$ cat src/rtl/csr_master_arbiter.sv
// csr_master_arbiter: round-robin arbiter that lets NUM_REQ Avalon-MM masters
// share the CSR decoder's single slave port. One transaction is in flight at a
// time, and a watchdog ends any transaction that the decoder never completes.
module csr_master_arbiter #(
   parameter int          NUM_REQ        = 3,
   parameter int          TIMEOUT_CYCLES = 1024,
   parameter logic [31:0] TIMEOUT_DATA   = 32'hDEAD_BEEF
) (
   input  logic                    csr_clk_clk,
   input  logic                    csr_clk_reset_reset_n,
   input  logic [NUM_REQ*26-1:0]   req_address,
   input  logic [NUM_REQ-1:0]      req_read,
   input  logic [NUM_REQ-1:0]      req_write,
   input  logic [NUM_REQ*32-1:0]   req_writedata,
   output logic [NUM_REQ-1:0]      req_waitrequest,
   output logic [31:0]             req_readdata,
   output logic [NUM_REQ-1:0]      req_readdatavalid,
   output logic [25:0]             m_address,
   output logic                    m_read,
   output logic                    m_write,
   output logic [31:0]             m_writedata,
   input  logic                    m_waitrequest,
   input  logic [31:0]             m_readdata,
   input  logic                    m_readdatavalid,
   output logic                    timeout_error,
   output logic [2:0]              timeout_req,
   input  logic                    timeout_clear
);

   localparam int WDW = $clog2(TIMEOUT_CYCLES + 1);
   localparam logic [NUM_REQ-1:0] ONE = 1;

   typedef enum logic [1:0] {
      IDLE     = 2'd0,
      ISSUE    = 2'd1,
      WAIT_RDV = 2'd2,
      TIMEOUT  = 2'd3
   } state_t;

   state_t               state_q, state_d;
   logic [2:0]           grant_q, grant_d;
   logic [2:0]           last_grant_q, last_grant_d;
   logic                 is_write_q, is_write_d;
   logic                 stall_issue_q, stall_issue_d;
   logic [WDW-1:0]       wdog_q, wdog_d;
   logic [31:0]          readdata_q, readdata_d;
   logic [NUM_REQ-1:0]   rdv_q, rdv_d;
   logic                 terr_q, terr_d;
   logic [2:0]           treq_q, treq_d;

   // Requester buses unpacked into 8-entry tables so a 3-bit grant can index
   // them directly; entries beyond NUM_REQ read as idle.
   logic [25:0]          addr_arr [8];
   logic [31:0]          wdata_arr [8];
   logic [7:0]           pend_pad;
   logic [7:0]           wr_pad;

   genvar gi;
   generate
      for (gi = 0; gi < 8; gi++) begin : g_unpack
         if (gi < NUM_REQ) begin : g_used
            assign addr_arr[gi]  = req_address[26*gi +: 26];
            assign wdata_arr[gi] = req_writedata[32*gi +: 32];
            assign pend_pad[gi]  = req_read[gi] | req_write[gi];
            assign wr_pad[gi]    = req_write[gi];
         end else begin : g_pad
            assign addr_arr[gi]  = '0;
            assign wdata_arr[gi] = '0;
            assign pend_pad[gi]  = 1'b0;
            assign wr_pad[gi]    = 1'b0;
         end
      end
   endgenerate

   logic [2:0]         pick;
   logic [NUM_REQ-1:0] grant_oh;

   assign grant_oh = ONE << grant_q;

   // Round-robin search: the lowest offset above last_grant that is requesting wins.
   always_comb begin
      logic [2:0] cand;
      cand = '0;
      pick = last_grant_q;
      for (int k = NUM_REQ - 1; k >= 0; k--) begin
         cand = 3'((int'(last_grant_q) + 1 + k) % NUM_REQ);
         if (pend_pad[cand]) pick = cand;
      end
   end

   // Next-state, datapath mux and per-requester handshake outputs.
   always_comb begin
      state_d         = state_q;
      grant_d         = grant_q;
      last_grant_d    = last_grant_q;
      is_write_d      = is_write_q;
      stall_issue_d   = stall_issue_q;
      wdog_d          = wdog_q;
      readdata_d      = readdata_q;
      rdv_d           = '0;
      terr_d          = terr_q & ~timeout_clear;
      treq_d          = treq_q;
      m_address       = '0;
      m_writedata     = '0;
      m_read          = 1'b0;
      m_write         = 1'b0;
      req_waitrequest = '1;

      case (state_q)
         IDLE: begin
            if (|pend_pad) begin
               grant_d      = pick;
               last_grant_d = pick;
               is_write_d   = wr_pad[pick];
               wdog_d       = WDW'(TIMEOUT_CYCLES - 1);
               state_d      = ISSUE;
            end
         end

         ISSUE: begin
            m_address       = addr_arr[grant_q];
            m_writedata     = wdata_arr[grant_q];
            m_write         = is_write_q;
            m_read          = ~is_write_q;
            req_waitrequest = ~grant_oh | (grant_oh & {NUM_REQ{m_waitrequest}});
            wdog_d          = wdog_q - 1'b1;
            if (!m_waitrequest) begin
               state_d = is_write_q ? IDLE : WAIT_RDV;
            end else if (wdog_q == '0) begin
               state_d       = TIMEOUT;
               stall_issue_d = 1'b1;
               terr_d        = 1'b1;
               treq_d        = grant_q;
               if (!is_write_q) begin
                  readdata_d = TIMEOUT_DATA;
                  rdv_d      = grant_oh;
               end
            end
         end

         WAIT_RDV: begin
            wdog_d = wdog_q - 1'b1;
            if (m_readdatavalid) begin
               readdata_d = m_readdata;
               rdv_d      = grant_oh;
               state_d    = IDLE;
            end else if (wdog_q == '0) begin
               state_d       = TIMEOUT;
               stall_issue_d = 1'b0;
               terr_d        = 1'b1;
               treq_d        = grant_q;
               readdata_d    = TIMEOUT_DATA;
               rdv_d         = grant_oh;
            end
         end

         TIMEOUT: begin
            // A command stalled in ISSUE is completed towards its requester here.
            if (stall_issue_q) req_waitrequest = ~grant_oh;
            state_d = IDLE;
         end

         default: state_d = IDLE;
      endcase
   end

   // State and registered outputs; reset abandons any transaction in flight.
   always_ff @(posedge csr_clk_clk) begin
      if (!csr_clk_reset_reset_n) begin
         state_q       <= IDLE;
         grant_q       <= '0;
         last_grant_q  <= 3'(NUM_REQ - 1);
         is_write_q    <= 1'b0;
         stall_issue_q <= 1'b0;
         wdog_q        <= '0;
         readdata_q    <= '0;
         rdv_q         <= '0;
         terr_q        <= 1'b0;
         treq_q        <= '0;
      end else begin
         state_q       <= state_d;
         grant_q       <= grant_d;
         last_grant_q  <= last_grant_d;
         is_write_q    <= is_write_d;
         stall_issue_q <= stall_issue_d;
         wdog_q        <= wdog_d;
         readdata_q    <= readdata_d;
         rdv_q         <= rdv_d;
         terr_q        <= terr_d;
         treq_q        <= treq_d;
      end
   end

   assign req_readdata      = readdata_q;
   assign req_readdatavalid = rdv_q;
   assign timeout_error     = terr_q;
   assign timeout_req       = treq_q;

endmodule

$ cat config.mk
export PLATFORM = sky130hd
export DESIGN_NAME = csr_master_arbiter
export DESIGN_NICKNAME = d
export VERILOG_FILES = /design/src/rtl/csr_master_arbiter.sv
export SDC_FILE = /design/constraint.sdc
export NUM_CORES = 1
export LEC_CHECK = 0
export ABC_CLOCK_PERIOD_IN_PS = 6150
export CORE_AREA = 2 2 124 126
export DETAILED_ROUTE_END_ITERATION = 7
export DIE_AREA = 0 0 126 128
export GPL_TIMING_DRIVEN = 0
export PLACE_DENSITY = 0.88
export SLEW_MARGIN = 0
export SYNTH_ARGS = -nofsm -noshare
export SYNTH_HDL_FRONTEND = slang
export SYNTH_SLANG_ARGS = --single-unit
$ cat constraint.sdc
create_clock -name csr_clk_clk -period 6.15 [get_ports csr_clk_clk]
set_input_delay 1.845 -clock csr_clk_clk [delete_from_list [all_inputs] [get_ports csr_clk_clk]]
set_output_delay 1.845 -clock csr_clk_clk [all_outputs]
set_load 0.005 [all_outputs]
# Yosys cells after proc, flatten, opt, wreduce, memory -nomap -nowiden
# Cells that the tools add are included.
[classes]
bitwise_logic = 10
eq_ne = 10
shifts = 1
order_cmp = 5
mux = 56
div = 3
n_reduce_logical = 11
addsub = 4
[ops]
columns = ["operator", "count"]
rows = [
  ["2-to-1 mux 32 bit", 8],
  ["binary-select mux 32 bit (select 3 bit)", 1],
  ["remainder unit 32 x 3 -> 32 bit (second input constant)", 3],
  ["binary-select mux 26 bit (select 3 bit)", 1],
  ["2-to-1 mux 26 bit", 3],
  ["one-hot mux 32 bit (2 select lines)", 1],
  ["2-to-1 mux 3 bit", 12],
  ["adder 32 x 2 -> 32 bit (second input constant)", 1],
  ["adder 32 x 3 -> 32 bit (second input constant)", 1],
  ["one-hot mux 11 bit (2 select lines)", 1],
  ["one-hot mux 3 bit (2 select lines)", 3],
  ["< comparator 3 x 4 -> 1 bit (second input constant)", 4],
  ["2-to-1 mux 1 bit", 13],
  ["binary-select mux 1 bit (select 3 bit)", 4],
  ["inequality test 2 bit (second input constant)", 6],
  ["zero test 11 bit", 1],
  ["2-to-1 mux 11 bit", 1],
  ["subtractor 11 x 1 -> 11 bit (second input constant)", 1],
  ["2-to-1 mux 2 bit", 5],
  ["AND reduction 5 bit", 2],
  ["one-hot mux 2 bit (4 select lines)", 1],
  ["adder 3 x 1 -> 4 bit (second input constant)", 1],
  ["== test 2 bit (second input constant)", 2],
  ["greater-or-equal comparator 4 bit (second input constant)", 1],
  ["other kinds (17)", 23],
]
[totals]
word_cells = 110
reg_bits = 60
input_bits = 217
out_inout_bits = 102

# Depth between registers and ports, before layout
[depth]
ltp_word = 10
ltp_mapped = 27
mapped_depth_nobuf = 24

# Worst setup path before layout
# OpenSTA, ideal clock, no wires.
[synth_timing]
path_kind = "flip-flop to flip-flop"
start = "register, netlist name grant_q[0]"
end = "register is_write_q"
n_path_buf = 3
period_less_slack_ps = 5390
required_ps = 6033
path_slack_ps = 760
stages_incl_launch_ff = 28
setup_time_ps = 117
arrival_time_ps = 5273
cell_sequence = "dfxtp_1 -> buf_4 -> inv_1 -> clkbuf_1 -> ha_1 -> buf_4 -> nor2b_1 -> nand2_4 -> clkinv_1 -> ha_1 -> inv_2 -> o31a_1 -> a22oi_1 -> ha_1 -> or2_2 -> a2111oi_4 -> nor4_4 -> inv_2 -> ha_1 -> inv_1 -> o211ai_1 -> a21oi_1 -> o221ai_1 -> a311oi_4 -> a21oi_2 -> o311ai_4 -> mux2i_1 -> o21ai_1"
[synth_lines]
columns = ["element", "line", "text"]
rows = [
  ["end signal: assignment", "184", "is_write_q <= is_write_d;"],
  ["end: declaration", "43", "logic is_write_q, is_write_d;"],
]

==> flow_summary_export.csv <==
group,metric,value,unit
yosys,yosysWarnings,0,
status,status,"finished, final reports clean",
drt,drt-total-wl,26.5,mm
floorplanning,io_pins,319,
global_route,grt_max_degree,13,
global_route,antenna_found_initial,6,
yosys,synth-seq-cells,58,
timing,finClkSkew,7.39,ps
power_and_ir_drop,powerDensity,388,nW/um^2
floorplanning,rows,45,
cts,cts.clk_slew.worst_paths,50,ps
timing,slew_headroom,0.333,
timing,rsz0062_at_grt,"false",
floorplanning,fp.dieW,126,um
floorplanning,die_area,16100,sq um
yosys,synth.yosys.seq_area_share,0.201,
cts,cts_hold_buf,0,
setup_path,cp.required,6350,ps
placement,io_buffers,318,
floorplanning,fp.dieH,128,um
worst_hold_path,hold_class,"reg -> reg",
drt,ant_nets,0,
global_route,grt_overflow,0,
cts,cts-htree-levels,3,
cells_and_area,stdcell_count,1350,
cells_and_area,final_common_cell,"clkdlybuf4s50_1",
yosys,synth_cell_types,83,
timing,setup_slack,301,ps
floorplanning,fp.coreArea,14900,sq um
setup_path,critPathCaptureType,"flop",
setup_path,max_stage_delay,430,ps
timing,setup_viol,0,
cells_and_area,fin_util,0.645,
setup_path,critPathArrivalTime,6050,ps
power_and_ir_drop,comb_power_share,0.726,
cells_and_area,area_delta_synth_final,65.7,%
yosys,synth_fp_nets,1066,
timing,max_freq,171,MHz
drt,dr.first_iter.drc_count,606,
timing,tightest_slew,987,ps
placement,postPlaceCellArea,9210,sq um
power_and_ir_drop,peakVddDrop,0.266,mV
cells_and_area,drive_gt1_frac,0.0597,
drt,dr.pass1.iters,5,
timing,hold_viol,0,
yosys,avgSynthCellArea,7.05,sq um
global_route,grt_usage,0.309,
setup_path,crit_path_start_kind,"flop",
global_route,grt_pass1_wl,39.2,mm
timing,drv_slew,0,
placement,gp_congestion,0.976,
power_and_ir_drop,internal_power,2.01,mW
setup_path,path_buf_inv,6,
placement,dp_slack,-445,ps
global_route,grt_pass1_vias,7182,
job,drv_cap,0,
cts,cts_buffer_depth,2,
cts,cts_tree,"built",
drt,detailroute.via_count,7595,
power_and_ir_drop,clock_power_share,0.145,
cells_and_area,layout.nets,1396,
setup_path,crit_fanout,12,
drt,viasPerCell,5.63,
floorplanning,start_util,0.390,
cts,root_buffer,"clkbuf_16",
setup_path,cp_common_cell,"ha_1",
timing,final.min_clock_period,5850,ps
yosys,synthFlopType,"dfxtp_1",
drt,routedWlPerCell,19.6,um
setup_path,cp_slowest_cell,"or4_1",
timing,fin_crit_sh,0.951,
power_and_ir_drop,total_power,3.72,mW
cts,cts_sinks,58,
power_and_ir_drop,seq_power_share,0.130,
power_and_ir_drop,p_leak,3.60,nW
placement,dp_hpwl,21.1,mm
yosys,synthesis.area,5790,sq um
power_and_ir_drop,p_sw_frac,0.459,
yosys,async_flop_share,0,
yosys,synth_edf_count,0,
drt,drc_errors,0,
cts,cts_made_buffers,9,
yosys,netlist_instances,821,
placement,place_inst,1327,
cells_and_area,final_area,9590,sq um
cells_and_area,final_cell_mix,"clkdlybuf4s50_1, nor2_1, a21oi_1",
timing,tns,0,ps
timing,whs,458,ps
cts,clkLatencyLatePin,320,ps
setup_path,crit_chain,"buf_4 -> inv_1 -> buf_2 -> ha_4 -> ha_1 -> ha_1 -> ha_2 -> buf_2 -> a21oi_1 -> or4_1 -> and4_4 -> o31a_1 -> nor4_4 -> inv_2 -> ha_1 -> inv_1 -> o211ai_1 -> a21oi_1 -> o221ai_2 -> a311oi_4 -> a21oi_2 -> o311ai_4 -> mux2i_2 -> o21ai_1",
setup_path,critPathKind,"reg -> reg",
setup_path,critPathTopFamily,"compound AO/OA/AOI/OAI gates",
power_and_ir_drop,net-switching-power,1.71,mW
==> final timing paths <==
path / startpoint / endpoint / slack [ps] / cells after the start
worst max-delay path: grant_q[0] / is_write_q / 300 / 24
worst min register to register: req_readdata[20] / req_readdata[20] / 460 / 2
worst min-delay path: req_readdata[20] / req_readdata[20] / 460 / 2
worst max register to register: grant_q[0] / is_write_q / 300 / 24
==> worst reg2reg max path, cell delays in order (launching register included) <==
cell and delay [ps]:
dfxtp_2 350, buf_4 170, inv_1 90, buf_2 300
ha_4 280, ha_1 250, ha_1 320, ha_2 360
buf_2 230, a21oi_1 90, or4_1 430, and4_4 200
o31a_1 270, nor4_4 310, inv_2 60, ha_1 190
inv_1 90, o211ai_1 90, a21oi_1 170, o221ai_2 180
a311oi_4 370, a21oi_2 90, o311ai_4 380, mux2i_2 350
o21ai_1 90
==> registers in the layout (all words and copies together) (netlist names) <==
signal / count
is_write_q: 1
stall_issue_q: 1
grant_q: 3
timeout_error: 1
req_readdata: 32
state_q: 2
wdog_q: 11
timeout_req: 3
req_readdatavalid: 3
last_grant_q: 1
==> area by class of cell <==
cell class	count	area [sq um]
flip-flops and latches	58	1160
inverters	30	113
diodes	7	17.5
multi-input cells	676	4300
repair buffers	319	3190
fillers	1261	5270
plain buffers	57	251
clock buffers	13	260
clock inverters	2	60.1
well taps	188	235
==> kinds of logic (layout without fill, tap and decap cells) <==
| family | Yosys count | after routing | share of synthesized area |
|---|---|---|---|
| simple gates | 371 | 371 | 0.305 |
| compound gates | 192 | 192 | 0.222 |
| buf+inv | 87 | 421 | 0.0627 |
| mux | 68 | 68 | 0.119 |
| flops | 58 | 58 | 0.201 |
| fa+ha+maj | 28 | 28 | 0.0605 |
| xor+xnor | 17 | 17 | 0.0309 |
| other cells | 0 | 7 | 0 |
==> cell usage after synthesis, drive strengths merged, types with 9 or more instances <==
cell type  count  share of area
nor2         178           0.12
a21oi         96          0.084
mux2i         66           0.11
nor3          65          0.058
dfxtp         58           0.20
clkbuf        38          0.025
nand2         38          0.026
inv           29          0.019
ha            28          0.061
nand3         24          0.022
o21ai         22          0.020
buf           19          0.019
xnor2         12          0.018
or2            9         0.0097
==> layer usage <==
metal / wire (um) / GRT usage
met2: 13500 / 0.560
met5: 0 / 0
met4: 1090 / 0.135
met3: 1860 / 0.0601
met1: 10000 / 0.352
==> power by group through the flow <==
stage | Clock (mW) | Combinational [mW] | Sequential [mW]
6_report | 0.538 | 2.70 | 0.483
3_5_place_dp | 0 | 2.58 | 0.487
5_1_grt | 0.558 | 2.92 | 0.489
4_1_cts | 0.538 | 2.65 | 0.480
3_3_place_gp | 0 | 2.53 | 0.484
2_1_floorplan | 0 | 1.77 | 0.481
==> timing repair <==
item / CTS / global route
pin swaps: 1 / 1
setup buffers: 1 / 0
setup endpoints to repair: 4 / 5
gates resized for setup: 6 / 6
Power figures use the tool's default switching activity.
